--- config.mk ---
export PLATFORM = sky130hd
export DESIGN_NAME = uart_reg_master
export DESIGN_NICKNAME = d
export VERILOG_FILES = /design/src/rtl/uart_reg_master.sv
export SDC_FILE = /design/constraint.sdc
export NUM_CORES = 1
export LEC_CHECK = 0
export CAP_MARGIN = 40
export CORE_UTILIZATION = 34
export DETAILED_ROUTE_END_ITERATION = 10
export PLACE_DENSITY = 0.66
export SETUP_SLACK_MARGIN = 0.4
export SKIP_CTS_REPAIR_TIMING = 1
export SLEW_MARGIN = 20
export SYNTH_ARGS = -nofsm -noshare
export SYNTH_HDL_FRONTEND = slang
export SYNTH_SLANG_ARGS = --single-unit
--- constraint.sdc ---
create_clock -name clk -period 5.12 [get_ports clk]
set_clock_uncertainty 0.05 [all_clocks]
set_input_delay 0.512 -clock clk [delete_from_list [all_inputs] [get_ports clk]]
set_output_delay 0.512 -clock clk [all_outputs]
set_load 0.02 [all_outputs]
--- src/rtl/uart_reg_master.sv ---
// uart_reg_master: turns a byte stream from a UART receiver into register-bus
// reads and writes.
//
// Command: CMD ('W' 8'h57 / 'R' 8'h52), ADDR, LEN (0 means 256), then LEN data
// bytes for writes. Reads return LEN bytes on the tx side. The address
// auto-increments and wraps within a block.
//
// Ports:
//   clk, rst_n_sync          clock, asynchronous active-low reset
//   rx_data, rx_valid        received byte and its one-cycle strobe
//   tx_data, tx_valid        byte to transmitter, held until tx_ready
//   tx_ready                 transmitter accepts when tx_valid & tx_ready
//   address                  register-bus address
//   write_enable, write_data one-cycle register write strobe and data
//   read_enable, read_data   one-cycle read strobe, combinational read data
//   busy                     high whenever a command is in progress
//   cmd_timeout              one-cycle pulse when a partial command is dropped
//
// Optional feature: define UART_REG_MASTER_TIMEOUT_EN to compile in the
// inter-byte timeout (TIMEOUT_CYCLES). Without it, cmd_timeout is tied low and
// partial commands wait forever.
module uart_reg_master #(
    parameter logic [23:0] TIMEOUT_CYCLES = 24'd1200000
) (
    input  logic       clk,
    input  logic       rst_n_sync,
    input  logic [7:0] rx_data,
    input  logic       rx_valid,
    output logic [7:0] tx_data,
    output logic       tx_valid,
    input  logic       tx_ready,
    output logic [7:0] address,
    output logic       write_enable,
    output logic [7:0] write_data,
    output logic       read_enable,
    input  logic [7:0] read_data,
    output logic       busy,
    output logic       cmd_timeout
);

    localparam logic [7:0] CmdWrite = 8'h57;
    localparam logic [7:0] CmdRead  = 8'h52;

    typedef enum logic [2:0] {
        StIdle,
        StGetAddr,
        StGetLen,
        StWrData,
        StWrStrobe,
        StRdStrobe,
        StRdSend
    } state_e;

    state_e     state_q, state_d;
    logic [7:0] address_q, address_d;
    logic [7:0] write_data_q, write_data_d;
    logic [7:0] tx_data_q, tx_data_d;
    logic [8:0] count_q, count_d;
    logic       is_write_q, is_write_d;
    logic       tmo_hit;

`ifdef UART_REG_MASTER_TIMEOUT_EN
    logic [23:0] tmo_cnt_q, tmo_cnt_d;
    logic        cmd_timeout_q;
    logic        waiting;

    // Only states that are waiting on the host for another byte can time out.
    assign waiting = (state_q == StGetAddr) || (state_q == StGetLen) || (state_q == StWrData);
    assign tmo_hit = waiting && !rx_valid && (tmo_cnt_q == TIMEOUT_CYCLES - 24'd1);

    always_comb begin
        tmo_cnt_d = 24'd0;
        if (waiting && !rx_valid) begin
            tmo_cnt_d = tmo_cnt_q + 24'd1;
        end
    end

    always_ff @(posedge clk or negedge rst_n_sync) begin
        if (!rst_n_sync) begin
            tmo_cnt_q     <= 24'd0;
            cmd_timeout_q <= 1'b0;
        end else begin
            tmo_cnt_q     <= tmo_cnt_d;
            cmd_timeout_q <= tmo_hit;
        end
    end

    assign cmd_timeout = cmd_timeout_q;
`else
    logic unused_timeout_cycles;

    assign unused_timeout_cycles = ^TIMEOUT_CYCLES;
    assign tmo_hit               = 1'b0;
    assign cmd_timeout           = 1'b0;
`endif

    always_comb begin
        state_d      = state_q;
        address_d    = address_q;
        write_data_d = write_data_q;
        tx_data_d    = tx_data_q;
        count_d      = count_q;
        is_write_d   = is_write_q;

        unique case (state_q)
            StIdle: begin
                if (rx_valid && (rx_data == CmdWrite || rx_data == CmdRead)) begin
                    is_write_d = (rx_data == CmdWrite);
                    state_d    = StGetAddr;
                end
            end
            StGetAddr: begin
                if (rx_valid) begin
                    address_d = rx_data;
                    state_d   = StGetLen;
                end
            end
            StGetLen: begin
                if (rx_valid) begin
                    count_d = (rx_data == 8'h00) ? 9'd256 : {1'b0, rx_data};
                    state_d = is_write_q ? StWrData : StRdStrobe;
                end
            end
            StWrData: begin
                if (rx_valid) begin
                    write_data_d = rx_data;
                    state_d      = StWrStrobe;
                end
            end
            StWrStrobe: begin
                address_d = address_q + 8'd1;
                count_d   = count_q - 9'd1;
                state_d   = (count_q == 9'd1) ? StIdle : StWrData;
            end
            StRdStrobe: begin
                tx_data_d = read_data;
                state_d   = StRdSend;
            end
            StRdSend: begin
                if (tx_ready) begin
                    address_d = address_q + 8'd1;
                    count_d   = count_q - 9'd1;
                    state_d   = (count_q == 9'd1) ? StIdle : StRdStrobe;
                end
            end
            default: state_d = StIdle;
        endcase

        // An abandoned command drops back to idle; the pending byte never arrived,
        // so no strobe can follow.
        if (tmo_hit) begin
            state_d = StIdle;
        end
    end

    always_ff @(posedge clk or negedge rst_n_sync) begin
        if (!rst_n_sync) begin
            state_q      <= StIdle;
            address_q    <= 8'h00;
            write_data_q <= 8'h00;
            tx_data_q    <= 8'h00;
            count_q      <= 9'd0;
            is_write_q   <= 1'b0;
        end else begin
            state_q      <= state_d;
            address_q    <= address_d;
            write_data_q <= write_data_d;
            tx_data_q    <= tx_data_d;
            count_q      <= count_d;
            is_write_q   <= is_write_d;
        end
    end

    // Strobes decode straight from the state register so reset kills them at once.
    assign write_enable = (state_q == StWrStrobe);
    assign read_enable  = (state_q == StRdStrobe);
    assign tx_valid     = (state_q == StRdSend);
    assign busy         = (state_q != StIdle);
    assign address      = address_q;
    assign write_data   = write_data_q;
    assign tx_data      = tx_data_q;

endmodule

After elaboration in Yosys (flattened, before gate mapping)
Cells that the tools add are included.
W data, S select, Z words.
{"block": "op_classes", "n_eq_ne": 14, "addsub": 2, "mul": 0, "magnitude_cmp": 0, "n_div": 0, "muxes": 16, "reduce_logical": 12, "bitwise_logic": 0, "n_shift": 0}
{"cell": "$mux W9", "count": 3}
{"cell": "$pmux W9 S3", "count": 1}
{"cell": "$pmux W8 S3", "count": 1}
{"cell": "$mux W3", "count": 7}
{"cell": "$pmux W3 S7", "count": 1}
{"cell": "$eq A8 B7 Y1 const B", "count": 2}
{"cell": "$mux W8", "count": 2}
{"cell": "$eq A3 B3 Y1 const B", "count": 3}
{"cell": "$eq A9 B1 Y1 const B", "count": 1}
{"cell": "$reduce_bool A3 Y1", "count": 3}
{"cell": "$sub A9 B1 Y9 const B", "count": 1}
{"cell": "$add A8 B1 Y8 const B", "count": 1}
{"cell": "$logic_not A8 Y1", "count": 1}
{"cell": "$ne A2 B2 Y1 const B", "count": 4}
{"cell": "$eq A3 B2 Y1 const B", "count": 2}
{"cell": "$reduce_and A3 Y1", "count": 2}
{"cell": "$reduce_and A5 Y1", "count": 1}
{"cell": "$reduce_and A2 Y1", "count": 2}
{"cell": "$eq A3 B1 Y1 const B", "count": 1}
{"cell": "$logic_not A3 Y1", "count": 1}
{"cell": "$mux W2", "count": 1}
{"cell": "$ne A2 B1 Y1 const B", "count": 1}
{"cell": "$logic_and A1 B1 Y1", "count": 1}
{"cell": "$logic_or A1 B1 Y1", "count": 1}
{"block": "word_totals", "latchBits": 0, "output_inout_bits": 29, "register_bits": 37, "mem_count": 0, "mem_bits_ro": 0, "word_cells": 50, "mem_bits_rw": 0}

Depth between registers and ports, before layout
{"block": "logic_depth", "depth_word": 5, "ltp_mapped": 7, "depth_no_buf": 6}

Least setup slack after synthesis
OpenSTA, ideal clock, no wires.
{"block": "synth_timing", "path_kind": "register to register", "startpoint": "register count_q[0]", "endpoint": "register count_q[8]", "required_time_ns": 4.942, "t_arrival_ns": 1.656, "path_slack_ns": 3.286, "setup_ns": 0.128, "path_stages_with_launch": 7, "path_cell_list": "dfrtp_1 inv_1 ha_1 or4b_4 o41a_1 o31ai_2 o21ai_1"}
{"block": "synth_between", "elab_chain_cells": 3}
{"item": "from (decl)", "line_no": "58", "rtl": "logic [8:0] count_q, count_d;"}
{"item": "from (signal assigned)", "line_no": "169", "rtl": "count_q <= count_d;"}
{"item": "$sub A9 B1 Y9 (*)", "line_no": "132, 142"}
{"item": "$mux W9", "line_no": "140", "rtl": "if (tx_ready) begin"}
{"item": "$pmux W9 S3 (*)", "line_no": "105", "rtl": "unique case (state_q)"}
Every way passes the cells marked *; elsewhere a longest branch is shown, timed or not. The select of a mux whose other input is x is not followed.
A chain may end at the register's enable or synchronous reset.

Worst setup path after layout
{"block": "layout_timing", "startpoint": "register state_q[0]", "endpoint": "output port tx_valid"}
{"block": "layout_between", "elab_chain_cells": 1}
{"item": "from (decl)", "line_no": "54", "rtl": "state_e state_q, state_d;"}
{"item": "from (signal assigned)", "line_no": "158", "rtl": "state_q <= StIdle;"}
{"item": "from (signal assigned)", "line_no": "165", "rtl": "state_q <= state_d;"}
{"item": "$eq A3 B3 Y1", "line_no": "177", "rtl": "assign tx_valid = (state_q == StRdSend);"}
{"item": "to (decl)", "line_no": "30", "rtl": "output logic tx_valid,"}
Every way passes these cells.

==> load_flow_metrics.sql <==
INSERT INTO impl_metrics (metric_group, metric, value, unit) VALUES
('setup_path', 'cp_max_fo', '23', ''),
('power_and_ir_drop', 'power.ir.vdd_worst', '256', 'uV'),
('logic_synthesis', 'seq_area_frac_synth', '0.459', ''),
('floorplan', 'die_height', '79.0', 'um'),
('timing', 'postLayoutSetupSlackWorst', '2.17', 'ns'),
('final_layout', 'fin_nets', '273', ''),
('setup_path', 'cp.arrival', '2.39', 'ns'),
('floorplan', 'initial_core_util', '0.360', ''),
('timing', 'slew_at_the_pin_closest_to_its_max_slew_limit', '0.636', 'ns'),
('logic_synthesis', 'postSynthNetCount', '227', ''),
('timing', 'timing.final.hold_violations', '0', ''),
('detailed_routing', 'antenna_violating_nets_post_route', '0', ''),
('logic_synthesis', 'avgSynthCellArea', '9.89', 'um^2'),
('logic_synthesis', 'netlist_cell_types', '51', ''),
('timing', 'whs', '0.0762', 'ns'),
('placement', 'port_buffers', '47', ''),
('timing', 'grt_setup_unrepaired', 'false', ''),
('cts', 'h_tree_lvl_count', '2', ''),
('detailed_routing', 'initialDrtViolationCount', '125', ''),
('cts', 'maximum_clock_path_buffer_count', '2', ''),
('timing', 'report.final.setup_viol', '0', ''),
('final_layout', 'layout-drive-gt1-share', '0.0996', ''),
('global_route', 'global_route_wire_length_before_repair', '8710', 'um'),
('timing', 'fin_crit_sh', '0.576', ''),
('detailed_routing', 'routed-via-count', '1768', ''),
('cts', 'tritoncts.num_buffers', '5', ''),
('placement', 'post_place_setup_slack', '2.53', 'ns'),
('floorplan', 'ios', '49', ''),
('logic_synthesis', 'post_synth_inst_count', '204', ''),
('placement', 'gpl.final_weighted_congestion', '0.839', ''),
('global_route', 'maximum_number_of_pins_on_one_net_before_global_route_repair', '24', ''),
('detailed_routing', 'drt_wl_total', '5130', 'um'),
('timing', 'timing.fmax', '0.339', 'GHz'),
('timing', 'timing_max_transition_violations_final', '0', ''),
('global_route', 'gr-total-overflow', '0', ''),
('cts', 'clock_sink_count', '37', ''),
('setup_path', 'timing.critical_path.from_type', 'flop', ''),
('placement', 'post-dp-hpwl', '3700', 'um'),
('floorplan', 'core', '5610', 'um^2'),
('placement', 'dpl.cell_count', '315', ''),
('floorplan', 'core.rowCount', '27', ''),
('final_layout', 'finalNonFillerCells', '323', ''),
('run_status', 'run_status', 'completed', ''),
('logic_synthesis', 'synth-seq-cells', '37', ''),
('timing', 'time_the_final_worst_path_needs_with_i_o_delays_and_setup', '2.95', 'ns'),
('logic_synthesis', 'synth_flop_cell', 'dfrtp_1', ''),
('floorplan', 'chipWidth', '79.0', 'um'),
('power_and_ir_drop', 'p_per_area', '609', 'nW/um^2'),
('cts', 'worst_skew_pair.late_latency', '0.30', 'ns'),
('power_and_ir_drop', 'power.leakage', '1.10', 'nW'),
('logic_synthesis', 'synth_edf_count', '0', ''),
('final_layout', 'antenna-diode-count', '0', ''),
('detailed_routing', 'avgRoutedWirePerCell', '15.9', 'um'),
('logic_synthesis', 'post_synth_instance_area', '2020', 'um^2'),
('timing', 'setup-tns-final', '0', 'ns'),
('logic_synthesis', 'ys.warnings.count', '0', ''),
('cts', 'tritoncts', 'done', ''),
('job', 'drv.max_cap_violation_count', '0', ''),
('detailed_routing', 'route.detailed.drc', '0', ''),
('final_layout', 'layout-area-overhead-vs-synth', '33.0', '%'),
('floorplan', 'fp.dieArea', '6250', 'um^2'),
('global_route', 'first_global_vias', '1713', ''),
('timing', 'relative_slew_slack', '0.576', ''),
('setup_path', 'crit_path_end_kind', 'output port', ''),
('setup_path', 'criticalPathCategory', 'reg -> out', ''),
('cts', 'root_buffer', 'clkbuf_8', ''),
('logic_synthesis', 'ys_async_sr_fraction', '1.00', ''),
('global_route', 'groute.usage.overall', '0.182', ''),
('detailed_routing', 'drt-pass1-iter-count', '4', ''),
('global_route', 'antenna_found_initial', '0', ''),
('setup_path', 'cp.required', '4.56', 'ns'),
('min_path', 'min_path_type', 'in -> async', ''),
('cts', 'clkTransAtPathRegs', '0.08', 'ns'),
('detailed_routing', 'viasPerCell', '5.47', '');
## layout by cell type (no fill, tap or decap), types with 2 or more instances in the layout
cell type / synthesis / final
ha_1: 3 / 3
o21ai_0: 6 / 6
nand3_1: 4 / 4
nor3b_1: 4 / 4
nor4_1: 4 / 4
nand2_1: 10 / 10
mux2_1: 10 / 10
a21oi_1: 13 / 13
inv_1: 6 / 6
dfrtp_1: 37 / 37
mux2_2: 7 / 7
nand2b_1: 2 / 2
a31oi_1: 4 / 4
o31ai_1: 4 / 4
inv_2: 2 / 2
clkdlybuf4s50_1: 0 / 46
clkbuf_8: 0 / 5
o22a_1: 3 / 3
and4_1: 2 / 2
nor2_1: 17 / 17
and2_1: 2 / 2
nand4_1: 3 / 3
and3_1: 2 / 2
o211ai_1: 3 / 3
a2bb2oi_1: 2 / 2
o21ai_1: 12 / 12
nor3_1: 6 / 6
o22ai_1: 2 / 2
or3_1: 2 / 2
## layout make-up
type	count	area, um^2
multi-input combinational	148	1010
clock inverter	3	46.3
timing repair buffer	50	515
fill	542	2920
clock buffer	5	68.8
inverter	8	30.0
sequential	37	926
tap	72	90.1
## critical path, stage by stage, from the launching register on
cell             delay [ns]
dfrtp_1                0.62
and2b_1                0.65
and2_1                 0.22
clkdlybuf4s50_1        0.60
## cells by family after synthesis
group,after synthesis,synth area share
AOI/OAI and AO/OA,60,0.198
other,1,0.00186
muxes,18,0.0998
DFF,37,0.459
adders and majority gates,3,0.0186
and+or+nand+nor,65,0.176
xor gates and xnor gates,1,0.00434
buffers and inverters,19,0.0422
## worst paths after layout
kind	slack, ns	end	cells after the start	start
max reg2reg	3.06	count_q[5]$_DFFE_PN0P_	5	state_q[0]$_DFFE_PN0P_
max in group asynchronous	4.50	count_q[2]$_DFFE_PN0P_	2	rst_n_sync
min	0.08	tx_data[7]$_DFFE_PN0P_	1	rst_n_sync
min in group clk	0.44	tx_data[4]$_DFFE_PN0P_	1	tx_data[4]$_DFFE_PN0P_
min reg2reg	0.44	tx_data[4]$_DFFE_PN0P_	1	tx_data[4]$_DFFE_PN0P_
max	2.17	tx_valid	3	state_q[0]$_DFFE_PN0P_
## sequential cells by signal, summed over array words and instances (netlist names)
register,flops
address,8
count_q,9
is_write_q,1
state_q,3
tx_data,8
write_data,8
## cell usage after synthesis, types with 6 or more instances
master	n	share of area
nor3_1	6	0.015
dfrtp_1	37	0.46
nor2_1	17	0.032
a21oi_1	13	0.032
mux2_2	7	0.039
mux2_1	10	0.056
nand2_1	10	0.019
buf_2	8	0.020
o21ai_1	12	0.030
o21ai_0	6	0.015
inv_1	6	0.011
## routing by layer
metal	vias up	part of all wire	GRT usage
li1	856	-	-
met2	43	0.46	0.278
met5	-	0	0
met3	5	0.040	0.0299
met4	0	0.011	0.0655
met1	864	0.49	0.257
## where the power goes
part,switching [mW],leakage (nW),internal (mW)
registers,0.150,0.438,0.430
clock network,0.117,0.0543,0.146
logic,0.404,0.603,0.386
total,0.671,1.10,0.962
## through the flow
step	util	cell area (um^2)	power [mW]
after global routing	0.479	2680	1.75
after detailed placement	0.458	2570	1.37
after floorplan	-	2020	1.04
after CTS	0.479	2680	1.64
final	0.479	2680	1.63
after global placement	0.450	2530	1.36
Note: power is estimated with default switching activity, not from simulation.
